File: config.mk
export PLATFORM = sky130hd
export DESIGN_NAME = gumnut_regfile_flags
export DESIGN_NICKNAME = d
export VERILOG_FILES = /design/src/rtl/gumnut_regfile_flags.sv
export SDC_FILE = /design/constraint.sdc
export NUM_CORES = 1
export LEC_CHECK = 0
export CORE_MARGIN = 8
export CORE_UTILIZATION = 43
export DETAILED_ROUTE_END_ITERATION = 8
export PLACE_DENSITY = 0.7
export SLEW_MARGIN = 30
export SYNTH_ARGS = -nofsm -noshare
export SYNTH_HDL_FRONTEND = slang
export SYNTH_SLANG_ARGS = --single-unit
File: constraint.sdc
create_clock -name clk_i -period 1.56 [get_ports clk_i]
set_input_delay 0.312 -clock clk_i [delete_from_list [all_inputs] [get_ports clk_i]]
set_output_delay 0.312 -clock clk_i [all_outputs]
set_load 0.02 [all_outputs]
File: src/rtl/gumnut_regfile_flags.sv
// Gumnut architectural register file with live and interrupt-shadow carry/zero flags.
// Reads are combinational from stored state with no write bypass; r0 always reads zero.
module gumnut_regfile_flags #(
    parameter  int DATA_W   = 8,
    parameter  int NUM_REGS = 8,
    localparam int ADDR_W   = $clog2(NUM_REGS)
) (
    input  logic              clk_i,
    input  logic              rst_i,
    input  logic [ADDR_W-1:0] rs_addr_i,
    input  logic [ADDR_W-1:0] rs2_addr_i,
    output logic [DATA_W-1:0] rs_data_o,
    output logic [DATA_W-1:0] rs2_data_o,
    input  logic              rd_we_i,
    input  logic [ADDR_W-1:0] rd_addr_i,
    input  logic [DATA_W-1:0] rd_data_i,
    input  logic              flag_we_i,
    input  logic              carry_i,
    input  logic              zero_i,
    input  logic              int_save_i,
    input  logic              int_restore_i,
    output logic              carry_o,
    output logic              zero_o
);

    logic [DATA_W-1:0] regs_q [NUM_REGS];
    logic [DATA_W-1:0] regs_d [NUM_REGS];

    logic carry_q, carry_d;
    logic zero_q, zero_d;
    logic sh_carry_q, sh_carry_d;
    logic sh_zero_q, sh_zero_d;

    // Address is usable only if nonzero and inside the implemented range.
    function automatic logic addr_ok(input logic [ADDR_W-1:0] a);
        return (a != '0) && (int'(a) < NUM_REGS);
    endfunction

    always_comb begin
        regs_d = regs_q;
        if (rd_we_i && addr_ok(rd_addr_i)) begin
            regs_d[rd_addr_i] = rd_data_i;
        end
    end

    always_comb begin
        rs_data_o  = '0;
        rs2_data_o = '0;
        if (addr_ok(rs_addr_i)) begin
            rs_data_o = regs_q[rs_addr_i];
        end
        if (addr_ok(rs2_addr_i)) begin
            rs2_data_o = regs_q[rs2_addr_i];
        end
    end

    // Restore outranks flag_we; a save always captures the pre-edge live flags.
    always_comb begin
        carry_d    = carry_q;
        zero_d     = zero_q;
        sh_carry_d = sh_carry_q;
        sh_zero_d  = sh_zero_q;
        if (int_restore_i) begin
            carry_d = sh_carry_q;
            zero_d  = sh_zero_q;
        end else if (flag_we_i) begin
            carry_d = carry_i;
            zero_d  = zero_i;
        end
        if (int_save_i) begin
            sh_carry_d = carry_q;
            sh_zero_d  = zero_q;
        end
    end

    always_ff @(posedge clk_i) begin
        if (rst_i) begin
            regs_q     <= '{default: '0};
            carry_q    <= 1'b0;
            zero_q     <= 1'b0;
            sh_carry_q <= 1'b0;
            sh_zero_q  <= 1'b0;
        end else begin
            regs_q     <= regs_d;
            carry_q    <= carry_d;
            zero_q     <= zero_d;
            sh_carry_q <= sh_carry_d;
            sh_zero_q  <= sh_zero_d;
        end
    end

    assign carry_o = carry_q;
    assign zero_o  = zero_q;

endmodule
==> summary.md, run 1 <==
| Metric | Value |
|---|---|
| Initial antenna violation count | `0` |
| Share of cells above drive strength 1 | `0.436` |
| Detail Placement HPWL | `7260 um` |
| Chip width | `104 um` |
| Antenna Cells | `0` |
| Fill cells | `541` |
| Power Total | `3.88 mW` |
| Cells after synthesis | `346` |
| Syn-to-layout area delta | `52.5%` |
| Cell row count | `32` |
| Routed wire per std cell | `20.9 um` |
| Least-Margin Pin Slew | `0.630 ns` |
| Total grt overflow | `0` |
| Status | `finished, violations left` |
| DRC Markers | `0` |
| Final Hold Vio Count | `0` |
| YS warnings | `0` |
| WP data arrival | `1.66 ns` |
| Htree depth | `3` |
| Max Root-Sink Buffers | `2` |
| Skew-Pair Late Insertion Delay | `0.34 ns` |
| Kind of critical path | `register to output port` |
| Pleak | `1.99 nW` |
| Via count | `3153` |
| Placer congestion estimate | `0.858` |
| Post-route insts no fill | `552` |
| First-pass GRT wire length | `17700 um` |
| Clock sinks | `60` |
| Worst hold-check path type | `primary input to register` |
| Initial core utilization | `0.436` |
| Minimum clock period | `1.97 ns` |
| Reg2reg path depth | `3` |
| Tcrit/Tclk final | `1.26` |
| Crit path launch type | `register` |
| Hold depth | `2` |
| Flops & latches, synth | `60` |
| Post-Layout Inst Area | `0.00503 mm2` |
| Max-slew violation count | `0` |
| Main combinational cell family by area after synthesis | `multiplexers` |
| Starting DRT DRC Count | `154` |
| Largest net degree at the start of global routing | `23` |
| Sequential element share of the synthesized area | `0.364` |
| Post-synthesis simple-gate area fraction | `0.149` |
| DP Area | `0.00447 mm2` |
| Pre-CTS WS | `-1.26 ns` |
| Area of the multi-input gates | `0.00230 mm2` |
| Global router's overall resource usage | `0.207` |
| Mean Syn Cell Area | `9.53 um2` |
| CTS buffer count | `9` |
| Distinct cells, synth | `22` |
| Port bufs | `42` |
| Max VDD drop | `444 uV` |
| Clock Skew | `0.0000459 ns` |
| Final Util | `0.665` |
| Failing checks | `negative setup slack` |
| DP Cell Count | `523` |
| Max Cap Violations | `0` |
| Die area | `0.0107 mm2` |
| CP required | `1.25 ns` |
| Syn nets | `371` |
| RSZ-0062 raised after global routing | `true` |
| Synthesized cell area | `0.00330 mm2` |
| Antenna viol nets, final | `0` |
| Core area | `0.00757 mm2` |
| Pre-antenna DRT Iters | `4` |
| Number of global-route vias before repair | `3274` |
| Synth Area in XOR/XNOR | `0` |
| Slew Limit Headroom | `0.579` |
| Power density cells | `771 mW/mm2` |
| Setup WS post-layout | `-0.408 ns` |
| Fmax | `508 MHz` |
| Ports | `43` |
| TritonCTS clock tree | `yes` |
| Die Y | `104 um` |
| Sequential Area | `0.00123 mm2` |
| CTS clk-pin slew, worst paths | `0.08 ns` |
| Worst setup EP type | `output port` |
| Final setup violation count | `16` |
| Root Buffer | `clkbuf_8` |
| Via density | `5.71` |
| CP Max Fanout | `3` |
| Mux cell area share after synthesis | `0.250` |
| Post-synthesis adder-cell area fraction | `0` |
| Compound-Gate Fraction of Synth Area | `0.158` |
| Fin nets | `470` |
| Routed wire length | `11600 um` |
-- final timing paths --
check	from	endpoint	slack (ns)
hold reg to reg	regs_q[10]$_SDFFE_PP0P_	regs_q[10]$_SDFFE_PP0P_	0.47
hold / removal	rst_i	regs_q[29]$_SDFFE_PP0P_	0.37
setup / recovery	regs_q[48]$_SDFFE_PP0P_	rs_data_o[0]	-0.41
setup reg to reg	regs_q[42]$_SDFFE_PP0P_	regs_q[42]$_SDFFE_PP0P_	0.68
-- timing repair --
action | in CTS | in global routing
endpoints found under the setup margin | 18 | 16
resized for setup | 163 | 17
hold buffers | 0 | 0
pin swaps | 14 | 6
buffers inserted | 15 | 1
-- synth_stat cells (all sizes together) --
library cell / instances / area [um2]
mux2: 18 / 225
nand4b: 3 / 26.3
mux2i: 60 / 601
and4b: 3 / 30.0
and4bb: 3 / 37.5
nand2: 64 / 240
buf: 23 / 209
a21oi: 32 / 160
nand4: 1 / 6.26
nor2: 28 / 105
and2: 2 / 12.5
clkbuf: 12 / 48.8
a221oi: 32 / 362
nor2b: 4 / 25.0
dfxtp: 60 / 1200
and4: 1 / 8.76
-- cells by family after synthesis --
group / Yosys count
compound gates: 64
buf+inv: 35
flops: 60
mux: 78
simple gates: 109
-- power breakdown --
part           internal, mW  switching [mW]
combinational         0.419           0.424
sequential             1.57          0.0282
clock                 0.777           0.665
total                  2.76            1.12
-- cell usage in the layout, fill, tap and decap left out, types with 7 or more instances in the layout --
| cell type | instances |
|---|---|
| nor2_1 | 28 |
| buf_12 | 9 |
| dfxtp_2 | 17 |
| mux2i_1 | 59 |
| a221oi_4 | 25 |
| dfxtp_1 | 42 |
| buf_6 | 26 |
| buf_4 | 63 |
| clkbuf_8 | 10 |
| a21oi_1 | 32 |
| mux2_4 | 15 |
| a221oi_2 | 7 |
| clkdlybuf4s50_1 | 17 |
| nand2_1 | 64 |
-- per-stage QoR --
stage               setup TNS (ns)  hold WS [ns]
floorplan                        0         0.442
global placement            -25.99         0.458
detailed placement          -28.17         0.462
CTS                          -4.23         0.355
global route                 -5.21         0.373
finish                       -4.57         0.367
-- layer usage --
layer / share of wire / vias to the layer above / GRT usage / wire [um]
li1: - / 1449 / - / -
met1: 0.42 / 1555 / 0.247 / 4820
met2: 0.49 / 126 / 0.348 / 5710
met3: 0.061 / 23 / 0.0440 / 709
met4: 0.027 / 0 / 0.0913 / 314
met5: 0 / - / 0 / 0
-- state kept, by name (all words and copies together) (netlist names) --
name,flops
carry_o,1
sh_carry_q,1
regs_q,56
sh_zero_q,1
zero_o,1
-- cell type report --
type	count	share of cell area
timing repair buffer	123	0.233
sequential	60	0.244
clock inverter	6	0.0127
tap	102	0.0254
multi-input combinational	251	0.458
clock buffer	10	0.0274
-- critical path, stage by stage (launching register included) --
cell	delay, ns
dfxtp_4	0.37
mux2_4	0.29
a221oi_2	0.27
buf_4	0.17
a221oi_4	0.03
buf_6	0.17
(Power assumes the default switching activity.)
==> run 2, diff against run 1 <==
Settings changed: MAX_ROUTING_LAYER set to met4.
==> summary.md, run 2 (synthesis gave the netlist of run 1 again) <==
| Metric | Value |
|---|---|
| Internal power consumption | `2.76 mW` |
| Max VDD drop | `439 uV` |
| Clock sinks | `60` |
| Hold Startpoint | `rst_i` |
| Worst hold-check path type | `primary input to register` |
| Initial core utilization | `0.436` |
| Port bufs | `42` |
| Final setup violation count | `16` |
| Fmax | `509 MHz` |
| Area of the multi-input gates | `0.00230 mm2` |
| Commonest cells after routing, fill and taps aside | `nand2_1, buf_4, mux2i_1` |
| Core area | `0.00757 mm2` |
| Via count | `3085` |
| Antenna viol nets, final | `0` |
| Max Cap Violations | `0` |
| Power density cells | `770 mW/mm2` |
| Die area | `0.0107 mm2` |
| Tcrit/Tclk final | `1.26` |
| RR Startpoint | `zero_o$_SDFFE_PP0P_` |
| TritonCTS clock tree | `yes` |
| Number of global-route vias before repair | `3271` |
| Failing checks | `negative setup slack` |
| Placer congestion estimate | `0.871` |
| Cell row count | `32` |
| Setup WS post-layout | `-0.403 ns` |
| Chip width | `104 um` |
| Via density | `5.59` |
| Pre-antenna DRT Iters | `5` |
| Slew Limit Headroom | `0.590` |
| Final Hold Vio Count | `0` |
| DP Area | `0.00447 mm2` |
| Initial antenna violation count | `0` |
| Root Buffer | `clkbuf_8` |
| Hold depth | `2` |
| Final Util | `0.665` |
| Crit path launch type | `register` |
| Routed wire per std cell | `20.6 um` |
| Max-slew violation count | `0` |
| CP required | `1.25 ns` |
| Largest net degree at the start of global routing | `23` |
| Critical Path Start | `regs_q[48]$_SDFFE_PP0P_` |
| Least-Margin Pin Slew | `0.613 ns` |
| Critical path's slowest cell | `dfxtp_4` |
| Starting DRT DRC Count | `191` |
| Kind of critical path | `register to output port` |
| Ports | `43` |
| Skew-Pair Late Insertion Delay | `0.34 ns` |
| Syn-to-layout area delta | `52.5%` |
| CTS clk-pin slew, worst paths | `0.08 ns` |
| Sequential Area | `0.00123 mm2` |
| WP data arrival | `1.65 ns` |
| Htree depth | `3` |
| NetSw | `1.11 mW` |
| Total grt overflow | `0` |
| DRC Markers | `0` |
| Routed wire length | `11400 um` |
| Global router's overall resource usage | `0.213` |
| Antenna Cells | `0` |
| Pleak | `1.99 nW` |
| Cts hold-fix bufs | `0` |
| Worst setup EP type | `output port` |
| Die Y | `104 um` |
| Post-Layout Inst Area | `0.00503 mm2` |
| Reg2reg path depth | `3` |
| Switching Share | `0.287` |
| Most common cell after layout, fill and taps aside | `nand2_1` |
| Fin nets | `470` |
| Critical path, cell by cell | `mux2_4 -> a221oi_2 -> buf_4 -> a221oi_4 -> buf_6` |
| First-pass GRT wire length | `17700 um` |
| Max reg flops | `56` |
| Share of cells above drive strength 1 | `0.436` |
| RSZ-0062 raised after global routing | `true` |
| Most flops, register | `regs_q` |
| Max Root-Sink Buffers | `2` |
| Detail Placement HPWL | `7260 um` |
| CTS buffer count | `9` |
| Minimum clock period | `1.96 ns` |
| Max incr delay on CP | `0.37 ns` |
| Clk pwr share | `0.372` |
| CP Max Fanout | `3` |
| Fill cells | `541` |
| Clock Skew | `0.0000458 ns` |
| Status | `finished, violations left` |
| Comb power frac | `0.216` |
| Seq pwr share | `0.411` |
run 2: cell counts in the layout (fill, tap and decap cells not counted):
Identical to the previous run, type by type.
run 2: worst paths after layout:
kind                        endpoint  slack, ns
max                     rs_data_o[0]      -0.40
min          regs_q[44]$_SDFFE_PP0P_       0.37
max reg2reg      zero_o$_SDFFE_PP0P_       0.70
min reg2reg  regs_q[10]$_SDFFE_PP0P_       0.47
run 2: metrics by stage:
step / power [mW] / hold WS (ns) / setup TNS (ns) / instances / setup slack, ns
after floorplan: 2.04 / 0.442 / 0 / 346 / 0.00334
after global placement: 2.34 / 0.458 / -25.99 / 523 / -1.29
after detailed placement: 2.36 / 0.462 / -28.17 / 523 / -1.26
after CTS: 3.84 / 0.355 / -4.23 / 552 / -0.332
after global routing: 4.00 / 0.373 / -5.28 / 552 / -0.434
final: 3.87 / 0.368 / -4.49 / 552 / -0.403
run 2: timing repair:
| item | in CTS | in global routing |
|---|---|---|
| gates resized for setup | 163 | 17 |
| pin swaps | 14 | 6 |
| cloned | 0 | 0 |
| endpoints found under the hold margin | 0 | 0 |
| endpoints found under the setup margin | 18 | 16 |
| setup buffers | 15 | 1 |
run 2: worst max-delay path: cells and delay by family (launching register included):
kind                   cells  cell delay, ns
buffers and inverters      2            0.34
AOI/OAI and AO/OA          2            0.30
muxes                      1            0.29
DFF                        1            0.37
run 2: final cells by class:
type,count,area share
multi-input cells,251,0.458
flip-flops and latches,60,0.244
repair buffers,123,0.233
clock buffers,10,0.0274
well taps,102,0.0254
clock inverters,6,0.0127
run 2: power groups by stage:
stage	Sequential, mW	Clock [mW]	Combinational [mW]
6_report	1.59	1.44	0.838
5_1_grt	1.60	1.52	0.882
4_1_cts	1.59	1.44	0.812
3_5_place_dp	1.62	0	0.737
3_3_place_gp	1.62	0	0.722
2_1_floorplan	1.62	0	0.422
run 2: layer usage:
metal / global-route usage / wire, um / up-vias
met3: 0.0390 / 674 / 23
met4: 0.0881 / 265 / 0
li1: - / - / 1444
met2: 0.348 / 5700 / 116
met5: - / 0 / -
met1: 0.252 / 4720 / 1502
==> run 3, diff against run 2 <==
Settings changed: PLACE_DENSITY 0.7 to 0.64.
==> summary.md, run 3 (synthesis gave the netlist of run 1 again) <==
| Metric | Value |
|---|---|
| CP Max Fanout | `3` |
| Power Total | `3.89 mW` |
| Least-Margin Pin Slew | `0.606 ns` |
| Pleak | `2.04 nW` |
| Tcrit/Tclk final | `1.21` |
| First-pass GRT wire length | `17700 um` |
| Status | `finished, violations left` |
| CP required | `1.25 ns` |
| Reg2reg path depth | `3` |
| Post-Layout Inst Area | `0.00507 mm2` |
| Critical path, cell by cell | `mux2_2 -> a221oi_2 -> buf_4 -> a221oi_4 -> buf_6` |
| Die area | `0.0107 mm2` |
| RSZ-0062 raised after global routing | `true` |
| Post-route insts no fill | `551` |
| Setup TNS | `-3.97 ns` |
| Clock sinks | `60` |
| DRC Markers | `0` |
| Final setup violation count | `16` |
| Detail Placement HPWL | `7190 um` |
| Root Buffer | `clkbuf_8` |
| Global router's overall resource usage | `0.212` |
| Fmax | `532 MHz` |
| Worst path depth | `5` |
| WHS | `0.435 ns` |
| Cts hold-fix bufs | `0` |
| Setup WS post-layout | `-0.320 ns` |
| Routed wire per std cell | `19.9 um` |
| Skew-Pair Late Insertion Delay | `0.33 ns` |
| Via density | `5.54` |
| DP Cell Count | `524` |
| RR Startpoint | `carry_o$_SDFFE_PP0P_` |
| Max-slew violation count | `0` |
| Hold depth | `3` |
| Failing checks | `negative setup slack` |
| Largest net degree at the start of global routing | `61` |
| Max VDD drop | `544 uV` |
| Pre-antenna DRT Iters | `4` |
| Power density cells | `766 mW/mm2` |
| Max Root-Sink Buffers | `2` |
| Routed wire length | `11000 um` |
| Cell row count | `32` |
| Pre-CTS WS | `-1.15 ns` |
| TritonCTS clock tree | `yes` |
| Number of global-route vias before repair | `3271` |
| Initial core utilization | `0.436` |
| Total grt overflow | `0` |
| Share of cells above drive strength 1 | `0.405` |
| CTS buffer count | `9` |
| Crit path launch type | `register` |
| Slew Limit Headroom | `0.595` |
| Critical Path Start | `regs_q[38]$_SDFFE_PP0P_` |
| Most common cell after layout, fill and taps aside | `nand2_1` |
| Antenna viol nets, final | `0` |
| CP delay by family, top | `flip-flops` |
| Max Cap Violations | `0` |
| Fill cells | `556` |
| Most flops, register | `regs_q` |
| Final Hold Vio Count | `0` |
| Max reg flops | `56` |
| Fin nets | `469` |
| WP data arrival | `1.57 ns` |
| Max incr delay on CP | `0.34 ns` |
| Htree depth | `3` |
| Hold Startpoint | `rst_i` |
| Antenna Cells | `0` |
| CTS clk-pin slew, worst paths | `0.08 ns` |
| Critical path's slowest cell | `dfxtp_2` |
| Minimum clock period | `1.88 ns` |
| Die Y | `104 um` |
| Kind of critical path | `register to output port` |
| Worst setup EP type | `output port` |
| Port bufs | `42` |
| Initial antenna violation count | `0` |
| Buffers & Inverters on Critical Path | `2` |
| Chip width | `104 um` |
| DP Area | `0.00446 mm2` |
| Final Util | `0.671` |
| Ports | `43` |
| Starting DRT DRC Count | `153` |
| Core area | `0.00757 mm2` |
| Commonest cells after routing, fill and taps aside | `nand2_1, mux2i_1, buf_4` |
| Placer congestion estimate | `0.878` |
| Clock Skew | `0.000160 ns` |
| Worst hold-check path type | `primary input to register` |
| Syn-to-layout area delta | `53.9%` |
| Via count | `3055` |
-- run 3: cell count changes in the layout (fill, tap and decap cells not counted), sizes merged --
cell           change
clkinv             -1
clkdlybuf4s15      +2
clkinvlp           -1
clkbuf             +2
clkdlybuf4s50      -2
buf                -3
dlymetal6s2s       +2
-- run 3: area by class of cell --
type	instances	area (um2)	share of cell area
multi-input combinational	251	2270	0.447
sequential	60	1210	0.238
tap	102	128	0.0251
timing repair buffer	122	1270	0.250
clock buffer	12	155	0.0306
clock inverter	4	47.5	0.00937
-- run 3: per-layer routing --
layer | vias up | GRT usage | wire [um]
met5 | - | - | 0
met4 | 0 | 0.102 | 410
met3 | 30 | 0.0434 | 497
met2 | 95 | 0.347 | 5480
met1 | 1473 | 0.243 | 4570
li1 | 1457 | - | -
-- run 3: path summary, 6_finish.rpt --
path / to / slack, ns
worst max-delay path: rs2_data_o[6] / -0.32
worst min-delay path: carry_o$_SDFFE_PP0P_ / 0.44
worst max register to register: carry_o$_SDFFE_PP0P_ / 0.67
worst min register to register: regs_q[34]$_SDFFE_PP0P_ / 0.47
-- run 3: repair_timing --
item | CTS | global route
endpoints found under the setup margin | 18 | 20
setup buffers | 9 | 0
gates resized for setup | 173 | 7
pin swaps | 9 | 4
cloned | 2 | 0
-- run 3: where the power goes --
part | total [mW] | switching [mW] | leakage (nW) | internal (mW)
Combinational | 0.855 | 0.414 | 1.45 | 0.441
Clock | 1.44 | 0.619 | 0.102 | 0.820
Sequential | 1.59 | 0.0255 | 0.489 | 1.57
Total | 3.89 | 1.06 | 2.04 | 2.83
-- run 3: worst min-delay path: stages --
cell	delay [ns]
buf_2	0.11
buf_12	0.19
nor2_1	0.11
